### src/rtl/shift_reg_burst.sv
// Purpose : W-bit shift register with manual shift/rotate/load ops and a counted serial burst engine.
// Latency : one clk per op or burst bit; len == 0 burst reports done on the cycle after the start.
// Backpress: none; ce gates every step, and while ce is low all state holds and done drops.
//
// Ports:
//   clk, rst          rising-edge clock, asynchronous active-high reset
//   clr               synchronous clear, also aborts a burst silently
//   ce                bit-rate strobe gating loads, shifts and burst steps
//   mode[2:0]         manual op in IDLE: hold/shr/shl/ror/rol/load
//   d                 serial input bit
//   pdata[W-1:0]      parallel load value (manual load and burst start)
//   start, len, dir   burst request, length in bits (clamped to W), direction (1 = right)
//   q, so             register contents, serial output at the burst's exit end
//   busy, done        burst in progress, one-cycle completion pulse
module shift_reg_burst #(
   parameter  int W  = 8,
   localparam int LW = $clog2(W + 1)
) (
   input  logic          clk,
   input  logic          rst,
   input  logic          clr,
   input  logic          ce,
   input  logic [2:0]    mode,
   input  logic          d,
   input  logic [W-1:0]  pdata,
   input  logic          start,
   input  logic [LW-1:0] len,
   input  logic          dir,
   output logic [W-1:0]  q,
   output logic          so,
   output logic          busy,
   output logic          done
);

   typedef enum logic {IDLE = 1'b0, SHIFT = 1'b1} state_t;

   localparam logic [2:0] MODE_SHR  = 3'b001;
   localparam logic [2:0] MODE_SHL  = 3'b010;
   localparam logic [2:0] MODE_ROR  = 3'b011;
   localparam logic [2:0] MODE_ROL  = 3'b100;
   localparam logic [2:0] MODE_LOAD = 3'b101;

   localparam logic [LW-1:0] W_LEN   = LW'(W);
   localparam logic [LW-1:0] CNT_ONE = LW'(1);

   state_t        state, state_nxt;
   logic [W-1:0]  q_nxt;
   logic [LW-1:0] cnt, cnt_nxt;
   logic          dir_r, dir_nxt;
   logic          done_nxt;
   logic [LW-1:0] len_clamped;

   assign len_clamped = (len > W_LEN) ? W_LEN : len;

   // State register: FSM state plus the datapath registers it steers.
   always_ff @(posedge clk or posedge rst) begin
      if (rst) begin
         state <= IDLE;
         q     <= '0;
         cnt   <= '0;
         dir_r <= 1'b0;
         done  <= 1'b0;
      end else begin
         state <= state_nxt;
         q     <= q_nxt;
         cnt   <= cnt_nxt;
         dir_r <= dir_nxt;
         done  <= done_nxt;
      end
   end

   // Next-state logic. done_nxt is qualified with ~done so that a
   // zero-length start accepted during a done cycle cannot stretch the pulse.
   always_comb begin
      state_nxt = state;
      q_nxt     = q;
      cnt_nxt   = cnt;
      dir_nxt   = dir_r;
      done_nxt  = 1'b0;
      if (clr) begin
         state_nxt = IDLE;
         q_nxt     = '0;
         cnt_nxt   = '0;
         dir_nxt   = 1'b0;
      end else if (ce) begin
         case (state)
            SHIFT: begin
               q_nxt   = dir_r ? {d, q[W-1:1]} : {q[W-2:0], d};
               cnt_nxt = cnt - CNT_ONE;
               if (cnt == CNT_ONE) begin
                  state_nxt = IDLE;
                  done_nxt  = ~done;
               end
            end
            default: begin
               if (start) begin
                  q_nxt   = pdata;
                  dir_nxt = dir;
                  cnt_nxt = len_clamped;
                  if (len_clamped == '0) done_nxt  = ~done;
                  else                   state_nxt = SHIFT;
               end else begin
                  case (mode)
                     MODE_SHR: begin
                        q_nxt   = {d, q[W-1:1]};
                        dir_nxt = 1'b1;
                     end
                     MODE_SHL: begin
                        q_nxt   = {q[W-2:0], d};
                        dir_nxt = 1'b0;
                     end
                     MODE_ROR: begin
                        q_nxt   = {q[0], q[W-1:1]};
                        dir_nxt = 1'b1;
                     end
                     MODE_ROL: begin
                        q_nxt   = {q[W-2:0], q[W-1]};
                        dir_nxt = 1'b0;
                     end
                     MODE_LOAD: q_nxt = pdata;
                     default:   q_nxt = q;
                  endcase
               end
            end
         endcase
      end
   end

   // Outputs: so taps whichever end the last direction shifts out of.
   always_comb begin
      busy = (state == SHIFT);
      so   = dir_r ? q[0] : q[W-1];
   end

endmodule

### config.mk
export PLATFORM = sky130hd
export DESIGN_NAME = shift_reg_burst
export DESIGN_NICKNAME = d
export VERILOG_FILES = /design/src/rtl/shift_reg_burst.sv
export SDC_FILE = /design/constraint.sdc
export NUM_CORES = 1
export LEC_CHECK = 0
export CORE_MARGIN = 3
export CORE_UTILIZATION = 53
export CTS_CLUSTER_SIZE = 16
export DETAILED_ROUTE_END_ITERATION = 8
export PLACE_DENSITY = 0.85
export SLEW_MARGIN = 20
export SYNTH_ARGS = -nofsm -noshare
export SYNTH_HDL_FRONTEND = slang
export SYNTH_SLANG_ARGS = --single-unit
### constraint.sdc
create_clock -name clk -period 4.6 [get_ports clk]
set_input_delay 1.38 -clock clk [delete_from_list [all_inputs] [get_ports clk]]
set_output_delay 1.38 -clock clk [all_outputs]
set_load 0.01 [all_outputs]
==> impl_summary.md, run 1 <==
Drt
After detailed routing, the number of remaining DRC violations is 0. The total via count after detailed routing is 1410. After detailed routing, the number of vias per cell comes to 6.651. In the final routed layout, each cell accounts on average for approximately 18 um.

For this block, the initial DRC count from the detailed router was between 70 and 80. The number of antenna-violating nets in the routed design is 0. After detailed routing, the total wire length is 3.857 mm. The first TritonRoute pass finished after 4 iterations.

Floorplan
The number of rows in the core area is 17. Measured along the x axis, the die boundary spans approximately 56 um. The core outline area is 2297 um^2. The initial cell density of the core is 58.44%. The I/O pin total is 33. The die covers 3173 um^2. The floorplan die height is 56.33 um.

Yosys
Counting flops with a built-in enable in the synthesized netlist gives 0. In this run, synthesis produced a sequential element count of 15. In the synthesized netlist, mux cells make up 8.295% of the area. The synthesized area divided by synthesized cell count is approximately 8.4 um^2. Summing the areas of all and, or, nand and nor instances in the mapped netlist gives 23.39% of the synthesized area.

The count of synthesis-stage warnings from yosys is 0. After synthesis, the share of flip-flops with an asynchronous set or reset is 100.0%. For this run, the leading register cell type out of synthesis is dfrtp_1. The synthesized netlist devotes ~1.3% of its cell area to XOR and XNOR gates. The compound-gate portion of the synthesized area is 31.22%. The post-synthesis instance area is 1343 um^2. The net count after synthesis is 184.

The netlist uses 50 different library cells. For this run, the register share of the synthesized area comes to 27.96%. By area, the combinational part of the netlist is dominated by compound AO/OA/AOI/OAI gates. The area share of fa/ha/maj cells after synthesis is 1.864%.

Synthesis produced 160 cells.

Clocking
The number of gates resized after CTS is 0. For this design, the sink count on the clock tree is 15. After clock tree synthesis, the setup repair step added 0 buffers. The clock tree from TritonCTS is done.

After clock tree synthesis, the clock-pin slew on the worst setup and hold paths is 0.11 ns. The deepest level of the CTS H-tree is 1. TritonCTS created 3 clock buffers. The number of buffers inserted by hold repair at cts is 0.

The number of buffers on the longest clock path is 2. Clock latency on the worst-skew pair, taken at its later pin, is 0.30 ns. The root buffer cell is clkbuf_4.

Timing
The final-report setup violation count is 0. The number of hold violations in the final report was 0. The worst-margin pin slew is roughly 0.70 ns. The final worst-path cycle share is 72.05%. After layout, the minimum clock period comes to 3.314 ns.

Static timing analysis puts the maximum clock frequency at 301.7 MHz. The worst relative slew slack is 53.64%. Setup repair after global routing left no endpoint under its margin.

Between clock sinks in the finished design, the worst skew comes to 0.01322 ns. Setup total negative slack on the finished layout was measured at 0 ns. The final-report max-slew violation count was 0.

GRT
Global routing consumed, on the met2 layer, 39.73% of the routing resources. The global-route wire length before repair is 6.506 mm. The total routing resource utilization after global routing is 25.84%. The initial antenna violation count was 0.

Entering global routing, the biggest net connects 23 pins. Global routing used 33.95% of the available met1 tracks. The total grt overflow is 0. Global routing used approximately 6.9% of the available met3 tracks. The via count of the first global-routing pass is 1349. The layer carrying the most global-route usage is met2.

Critical path
The type of origin of the critical path is a primary input. Among all stages on the critical path, the largest delay is contributed by clkdlybuf4s50_1. STA puts the critical path data arrival time at 3.51 ns.

Data on the critical path is required at its endpoint by about 4.8 ns. The delay of the slowest cell on the worst path is ~0.76 ns. In this run the worst path has a maximum fanout of 22. The worst setup path is captured at a flop. The kind of critical path is in -> reg.

Traced cell by cell, the critical path runs through clkdlybuf4s50_1, or3_4, a311oi_4, a2111oi_1, a22o_1.

Placement
The final weighted congestion in routability-driven placement is a little over 0.9. The post-DP HPWL is between 2 and 3 mm. The count of buffers added on input and output ports is 32.

Cells and area
The number of diodes is 0. The fraction of the core area covered by cells at the end of the flow is 72.44%. From synthesis to final layout, the design area changed by 23.95%.

The post-route netlist has under 10% of its cells at a drive strength greater than 1. For this run, the post-layout net count is 209.

Outcome
The flow ran to the end, and the final reports show no timing, DRC or antenna violations.

Worst hold path
The path class of the tightest hold or removal check is reg -> reg.

Pwr
The static leakage is 0.6251 nW. The total power draw is 372.0 uW. For this design the ratio of total power to cell area is 223.6 nW/um^2. VDD sags by at most 226.2 uV.

Run
The max-capacitance violation count is 0.
==> logic make-up (layout without fill, tap and decap cells) <==
group,after synthesis,after routing
multiplexers,11,11
buffers and inverters,17,41
adder cells (fa/ha/maj),2,2
flip-flops,15,15
AND/OR/NAND/NOR,57,57
XOR/XNOR,2,2
AO/OA/AOI/OAI,56,56
==> path summary, 6_finish.rpt <==
check | startpoint | to | slack (ns) | cells after the start
max in group asynchronous | rst | cnt[1] | 2.78 | 2
hold reg to reg | done | done | 0.48 | 1
hold / removal | done | done | 0.48 | 1
min in group asynchronous | rst | q[5] | 1.42 | 2
setup reg to reg | busy | q[0] | 2.64 | 4
setup / recovery | mode[2] | q[0] | 1.29 | 5
==> critical path, delay by kind of cell <==
kind | cells | cell delay [ns]
compound gates | 3 | 0.80
simple gates | 1 | 0.57
buf+inv | 1 | 0.76
==> Yosys cell counts, types with 3 or more instances <==
| cell type | count | area (um^2) |
|---|---|---|
| a32o_1 | 6 | 60.06 |
| mux2i_1 | 10 | 100.1 |
| clkbuf_1 | 3 | 11.26 |
| dfrtp_1 | 15 | 375.4 |
| buf_2 | 7 | 35.03 |
| nand2_1 | 5 | 18.77 |
| a221o_1 | 4 | 40.04 |
| a211oi_1 | 4 | 30.03 |
| o21ai_0 | 9 | 45.04 |
| inv_1 | 4 | 15.01 |
| a21oi_1 | 14 | 70.07 |
| a22o_1 | 5 | 43.79 |
| nor3_1 | 5 | 25.02 |
| nand2b_1 | 10 | 62.56 |
| nor2_1 | 17 | 63.81 |
==> per-stage QoR <==
stage / instances / setup WS, ns / area, um^2 / hold WS [ns]
finish: 212 / 1.286 / 1664 / 0.4756
global route: 212 / 1.191 / 1664 / 0.4849
CTS: 212 / 1.309 / 1664 / 0.4795
detailed placement: 208 / 0.9969 / 1637 / 0.4661
global placement: 208 / 1.083 / 1637 / 0.4256
floorplan: 160 / 1.974 / 1343 / 0.4781
==> report_power, final <==
part	internal [mW]	switching [mW]	total [mW]
registers	0.141	0.0224	0.164
clock network	0.0324	0.0479	0.0803
logic	0.0668	0.0613	0.128
total	0.240	0.132	0.372
==> registers in the layout (all words and copies together), names as in the netlist <==
| register | cells |
|---|---|
| busy | 1 |
| cnt | 4 |
| dir_r | 1 |
| done | 1 |
| q | 8 |
==> routing by layer <==
| metal | vias up | share of wire [%] |
|---|---|---|
| met3 | 15 | 9.3 |
| met2 | 78 | 48 |
| li1 | 654 | - |
| met5 | - | 0 |
| met4 | 0 | 2.5 |
| met1 | 663 | 40 |
==> final cells by class <==
cell class                 instances  area [um^2]
clock buffer                       3        22.52
clock inverter                     1        5.005
fill                             203        633.1
inverter                           5        18.77
multi-input combinational        128        887.1
sequential                        15        375.4
tap                               28        35.03
timing repair buffer              32        320.3
==> cell usage in the layout (no fill, tap or decap), types with 2 or more instances in the layout <==
master           count
a211oi_1             4
a21oi_1             14
a221o_1              4
a22o_1               5
a32o_1               6
clkbuf_4             3
clkdlybuf4s50_1     32
dfrtp_1             15
ha_1                 2
inv_1                4
mux2i_1             10
nand2_1              5
nand2b_1            10
nand3_1              2
nor2_1              17
nor2b_1              2
nor3_1               5
nor3b_1              2
o21a_1               2
o21ai_0              9
o21ai_1              2
or3b_1               2
No activity file was read; power rests on OpenSTA's default activity.
==> inputs of run 2 (changes only) <==
--- a/config.mk
+++ b/config.mk
@@ -6,10 +6,10 @@
 export NUM_CORES = 1
 export LEC_CHECK = 0
 export CORE_MARGIN = 3
-export CORE_UTILIZATION = 53
+export CORE_UTILIZATION = 44
 export CTS_CLUSTER_SIZE = 16
 export DETAILED_ROUTE_END_ITERATION = 8
-export PLACE_DENSITY = 0.85
+export PLACE_DENSITY = 0.75
 export SLEW_MARGIN = 20
 export SYNTH_ARGS = -nofsm -noshare
 export SYNTH_HDL_FRONTEND = slang
==> constraint.sdc (replaced) <==
create_clock -name clk -period 3 [get_ports clk]
set_input_delay 0.9 -clock clk [delete_from_list [all_inputs] [get_ports clk]]
set_output_delay 0.9 -clock clk [all_outputs]
set_load 0.01 [all_outputs]
==> run 2 against run 1 <==
Cell count is 4.7% higher; design area is 3.4% higher; power is 56% higher; routed wire length is 3.4% higher; die area is 18% higher; global-route usage is 2.7 points lower; hold slack worse by 0.021 ns; clock-buffer cell count stayed put; critical path depth stayed put; critical path type unchanged; highest routed layer unchanged.
==> impl_summary.md, run 2 (synthesized netlist as in run 1, its figures left out) <==
Placement
The final weighted congestion in routability-driven placement is 0.9296. The cell count after placement is 218. The post-DP HPWL is 2.992 mm. The placed instance area is 1693 um^2. The minimum setup slack after placement is about 0.15 ns.

Buffers placed on the I/O ports in this run total 32.

GRT
Global routing finished with a remaining overflow of 0. The initial antenna violation count is 0. Entering global routing, the biggest net connects 22 pins. The via count of the first global-routing pass was 1374.

Global routing consumed, over all layers together, 23.17% of the routing resources. The first global-routing pass estimated 6.444 mm of wire.

Cells and area
The number of diodes is 0. The register with the most flip-flops in the layout has 8 of them. Leaving out filler cells and counting taps, the final layout contains 222. The area of all placed cells without fillers is 1720 um^2. In the final layout, the registers with the most flip-flops are q (8), cnt (4).

The most common cell after layout, fill and taps aside is clkdlybuf4s50_1. The ratio of cells with drive above 1 in the final layout is 8.901%. Counting flops per register, the top entry is q. The fraction of the core area covered by cells at the end of the flow is 60.81%.

The post-layout net count is 216. In the layout the commonest cells are 32 x clkdlybuf4s50_1, 17 x nor2_1, 15 x dfrtp_1. Relative to the synthesized area, the layout overhead comes to 28.15%.

Run
The max-capacitance violation count is 0.

Pwr
Power spread over the standard cell area amounts to 337.2 nW/um^2. In this run the static leakage power is 0.6600 nW. Overall power consumption after layout is estimated at 580.1 uW.

The highest ir drop seen on vdd is 257.9 uV.

Critical path
Along the worst path, the maximum fanout reaches 16. The worst setup path is captured at a flop. The signal on the critical path passes through clkdlybuf4s50_1, or3_4, nand2_1, a21oi_1, a32o_1. The kind of critical path is in -> reg. The cell with the largest stage delay on the worst path is clkdlybuf4s50_1.

The dominant delay contributor by cell family on the critical path is buffers and inverters. The data required time at the worst endpoint is ~3.2 ns. The data arrival time of the critical path is roughly 2.8 ns.

Together, buffers and inverters on the worst path number 1. The delay of the slowest cell on the worst path is 0.81 ns. The type of origin of the critical path is a primary input.

Floorplan
The width of the die is 61.24 um. In this run the count of I/O pins placed on the die edge is 33. The overall die area is 3750 um^2. The core outline area is around 2800 um^2. The number of rows in the core area is 19.

Once the floorplan was initialized, standard cells occupied 47.46% of the core. In this run the vertical extent of the chip is approximately 61 um.

Clocking
The root buffer cell is clkbuf_4. Clock tree synthesis found a total of 15 sinks. The clock-pin transition on the worst setup and hold timing paths is 0.10 ns. Clock tree synthesis inserted a total of 3 buffers. The number of buffers on the longest clock path is 2.

TritonCTS built the clock tree. The clock reaches the later pin of the worst-skew pair after 0.29 ns. Post-CTS timing repair inserted 0 buffers for setup. The number of gates resized after CTS is 0. The number of buffers inserted by hold repair at cts is 0. CTS built an H-tree with a depth of 1.

Drt
After detailed routing, the total wire length is 3.988 mm. The detailed router placed 1402 vias in this run. The average via count per standard cell is 6.315. In this run, the number of DRC markers left after iteration 0 of detailed routing was 78. The final routed wire length divided by cell count is 17.96 um. In the routed design, unresolved DRC markers number 0. The count of TritonRoute iterations in the first routing pass is 4.

The number of antenna-violating nets in the routed design is 0.

Timing
The worst-margin pin slew is 0.6311 ns. The final-layout setup total negative slack is 0 ns. Headroom to the max-slew limit came out at between 50 and 60%. The final-report max-slew violation count is 0. Static timing analysis puts the maximum clock frequency at 384.9 MHz. The smallest clock period supported by the final layout is computed as 2.598 ns. The final worst setup slack is around 0.40 ns. The number of hold violations in the final report is 0. Hold is met by 0.4547 ns. Dividing the final minimum period by the clock period gives 86.61%. On the final layout, the worst clock skew is ~0.0031 ns. Setup violations remaining at the end of the flow were counted as 0. Setup repair after global routing left no endpoint under its margin.

Outcome
The flow ran to the end, and the final reports show no timing, DRC or antenna violations.

Worst hold path
The worst hold-check path type is reg -> reg.
run 2: cell count changes in the layout (fill, tap and decap cells not counted):
cell   previous run  this run
buf_4             0         7
run 2: routing by layer:
metal  wire, um  global-route usage (%)
met2       1979                   41.99
met3        276                   3.354
met4         85                   8.359
met5          0                       0
met1       1647                   27.54
run 2: report_power, final:
part | leakage [nW] | internal (mW) | total (mW) | switching [mW]
Combinational | 0.441 | 0.109 | 0.213 | 0.104
Sequential | 0.201 | 0.217 | 0.242 | 0.0249
Clock | 0.0177 | 0.0496 | 0.125 | 0.0758
Total | 0.660 | 0.375 | 0.580 | 0.205
run 2: cell type report:
cell class	instances	area, um^2
Tap cell	31	38.79
Inverter	5	18.77
Clock buffer	3	22.52
Multi-Input combinational cell	128	887.1
Timing Repair Buffer	39	372.9
Fill cell	269	1109
Sequential cell	15	375.4
Clock inverter	1	5.005
run 2: worst paths after layout:
path | depth (start not counted) | slack, ns | startpoint | endpoint
min | 1 | 0.45 | done | done
max reg2reg | 5 | 1.30 | busy | q[4]
max in group asynchronous | 2 | 1.63 | rst | dir_r
min reg2reg | 1 | 0.45 | done | done
min in group asynchronous | 2 | 0.97 | rst | q[4]
max | 5 | 0.40 | mode[1] | q[4]
==> inputs of run 3 (changes only) <==
--- a/config.mk
+++ b/config.mk
@@ -9,6 +9,7 @@
 export CORE_UTILIZATION = 44
 export CTS_CLUSTER_SIZE = 16
 export DETAILED_ROUTE_END_ITERATION = 8
+export GPL_TIMING_DRIVEN = 0
 export PLACE_DENSITY = 0.75
 export SLEW_MARGIN = 20
 export SYNTH_ARGS = -nofsm -noshare
==> run 3 against run 2 <==
Routed wire length is 4.8% lower; utilization decreased by 1.1 points; fmax is 1.9% lower; sequential power is essentially flat; critical endpoint is now so; largest cell class unchanged.
==> impl_summary.md, run 3 (synthesized netlist as in run 1, its figures left out) <==
Cells and area
The library cells used most frequently in the layout, excluding fill and tap cells, are 28 x clkdlybuf4s50_1, 17 x nor2_1, 15 x dfrtp_1. The area growth from synthesis to layout is 25.72%. The finished cells cover 1688 um^2. The flip-flop count of the largest register after layout is 8. The post-route netlist has 8.854% of its cells at a drive strength greater than 1.

The fraction of the core area covered by cells at the end of the flow is 59.66%. In the final layout, the registers with the most flip-flops are q (8), cnt (4). The net count of the finished layout is 217.

The most common cell after layout, fill and taps aside is clkdlybuf4s50_1. Ranked by flip-flop count, first place goes to q. The number of diodes is 0.

Floorplan
The I/O pin total is 33. The core region is 2829 um^2. The initial cell density of the core is ~47%. Row generation in the floorplan step produced 19 rows. In this run the horizontal extent of the chip is 61.24 um. The overall die area is 3750 um^2. The die is 61.24 um tall.

Critical path
In this design, the stage delay of the slowest critical-path cell is 0.48 ns. Data on the critical path is required at its endpoint by 2.10 ns. The worst setup path is launched from a flop. The sort of element at the end of the critical path is an output pin. The kind of critical path is reg -> out. Along the worst path, the maximum fanout reaches 10. The critical path goes through buf_2, mux2_2, clkdlybuf4s50_1. For the worst setup path, the data arrival time is 1.75 ns. The largest individual stage delay along the critical path comes from the cell clkdlybuf4s50_1.

Drt
After detailed routing, the number of vias per cell comes to roughly 6.4. The remaining design rule violation count is 0. The first routing iteration left 87 violations. The overall routed net length is 3.798 mm. The total via count after detailed routing is 1420.

The final routed wire length divided by cell count is 17.03 um. The first TritonRoute pass finished after 4 iterations. In this run the remaining antenna-violating nets after routing total 0.

Timing
Setup violations remaining at the end of the flow were counted as 0. The final worst setup slack is 0.3527 ns. For the final routed database, the setup TNS stands at 0 ns. Subtracting the final worst setup slack from the clock period gives 2.647 ns. Static timing analysis puts the maximum clock frequency at approximately 380 MHz. Setup repair after global routing left no endpoint under its margin. For the final database, setup skew stands at 0.004909 ns.

Measured against its own limit, the worst slew margin works out to 59.94%. For the pin with the worst max-slew slack, the measured transition is roughly 0.60 ns. The final worst-path cycle share is 88.24%. The final-report max-slew violation count is 0.

The number of hold violations in the final report is 0.

Run
Max-cap violations in this run came to 0.

GRT
The initial antenna violation count is 0. The first global-routing pass estimated 6.272 mm of wire. The pin count of the biggest net entering global routing is 16.

The via count of the first global-routing pass is about 1300. The total grt overflow is 0. The total routing resource utilization after global routing is 22.58%.

Clocking
Clock-pin slew was measured on the worst setup and hold paths at about 0.09 ns. The number of gates resized after CTS is 0. Post-CTS timing repair inserted 0 buffers for setup. The total clock sinks is 15. In this run the number of H-tree levels came out at 1. The number of buffers inserted by hold repair at cts is 0. The clock buffer count from CTS is 3.

The number of buffers on the longest clock path is 2. The source-to-sink clock delay at the later pin of the worst-skew pair is 0.29 ns. CTS placed an instance of clkbuf_4 at the clock tree root. TritonCTS built the clock tree.

Placement
The placed instance area is 1662 um^2. The number of buffers added on ports is 28. The HPWL after detailed placement is approximately 2.9 mm. Routability-driven placement finished with a final weighted congestion of between 0.8 and 0.9. Before CTS, the worst setup slack after placement is 0.2172 ns.

Outcome
The run finished with clean final reports.

Pwr
The total power draw is 568.3 uW. Power spread over the standard cell area amounts to around 340 nW/um^2. The highest ir drop seen on vdd is 223.9 uV.

The static leakage is 0.6464 nW.

Worst hold path
The tightest min-delay check is of the reg -> reg type.
## run 3: metrics by stage
step | hold slack (ns) | std cells
floorplan | 0.4781 | 160
global placement | 0.4337 | 219
detailed placement | 0.4323 | 219
CTS | 0.4503 | 223
global route | 0.4884 | 223
finish | 0.4467 | 223
## run 3: worst max-delay path, delay by kind of cell, from the launching register on
family                 cells  cell delay, ns
flip-flops                 1            0.32
multiplexers               1            0.37
buffers and inverters      2            0.75
## run 3: cell type report
cell class	count	area, um^2
multi-input cells	128	887.1
plain buffers	12	61.31
clock buffers	4	26.28
flip-flops and latches	15	375.4
fillers	275	1141
inverters	5	18.77
well taps	31	38.79
repair buffers	28	280.3
## run 3: final timing paths
| path | from | end | slack (ns) | depth (start not counted) |
|---|---|---|---|---|
| worst max-delay path | dir_r | so | 0.35 | 3 |
| worst min-delay path | done | done | 0.45 | 1 |
| worst max register to register | busy | q[5] | 1.20 | 5 |
| worst min register to register | done | done | 0.45 | 1 |
| max in group asynchronous | rst | q[0] | 1.67 | 2 |
| min in group asynchronous | rst | cnt[3] | 0.96 | 2 |
## run 3: routing by layer
metal	up-vias	share of wire, %	track usage [%]
met5	-	0	0
met4	0	2.6	7.121
met3	12	8.1	4.822
met2	66	47	37.01
met1	673	43	29.68
li1	669	-	-
## run 3: power by group
part | leakage, nW | total, mW | switching [mW] | internal (mW)
sequential | 0.201 | 0.241 | 0.0244 | 0.217
clock | 0.0150 | 0.120 | 0.0685 | 0.0518
combinational | 0.430 | 0.207 | 0.103 | 0.104
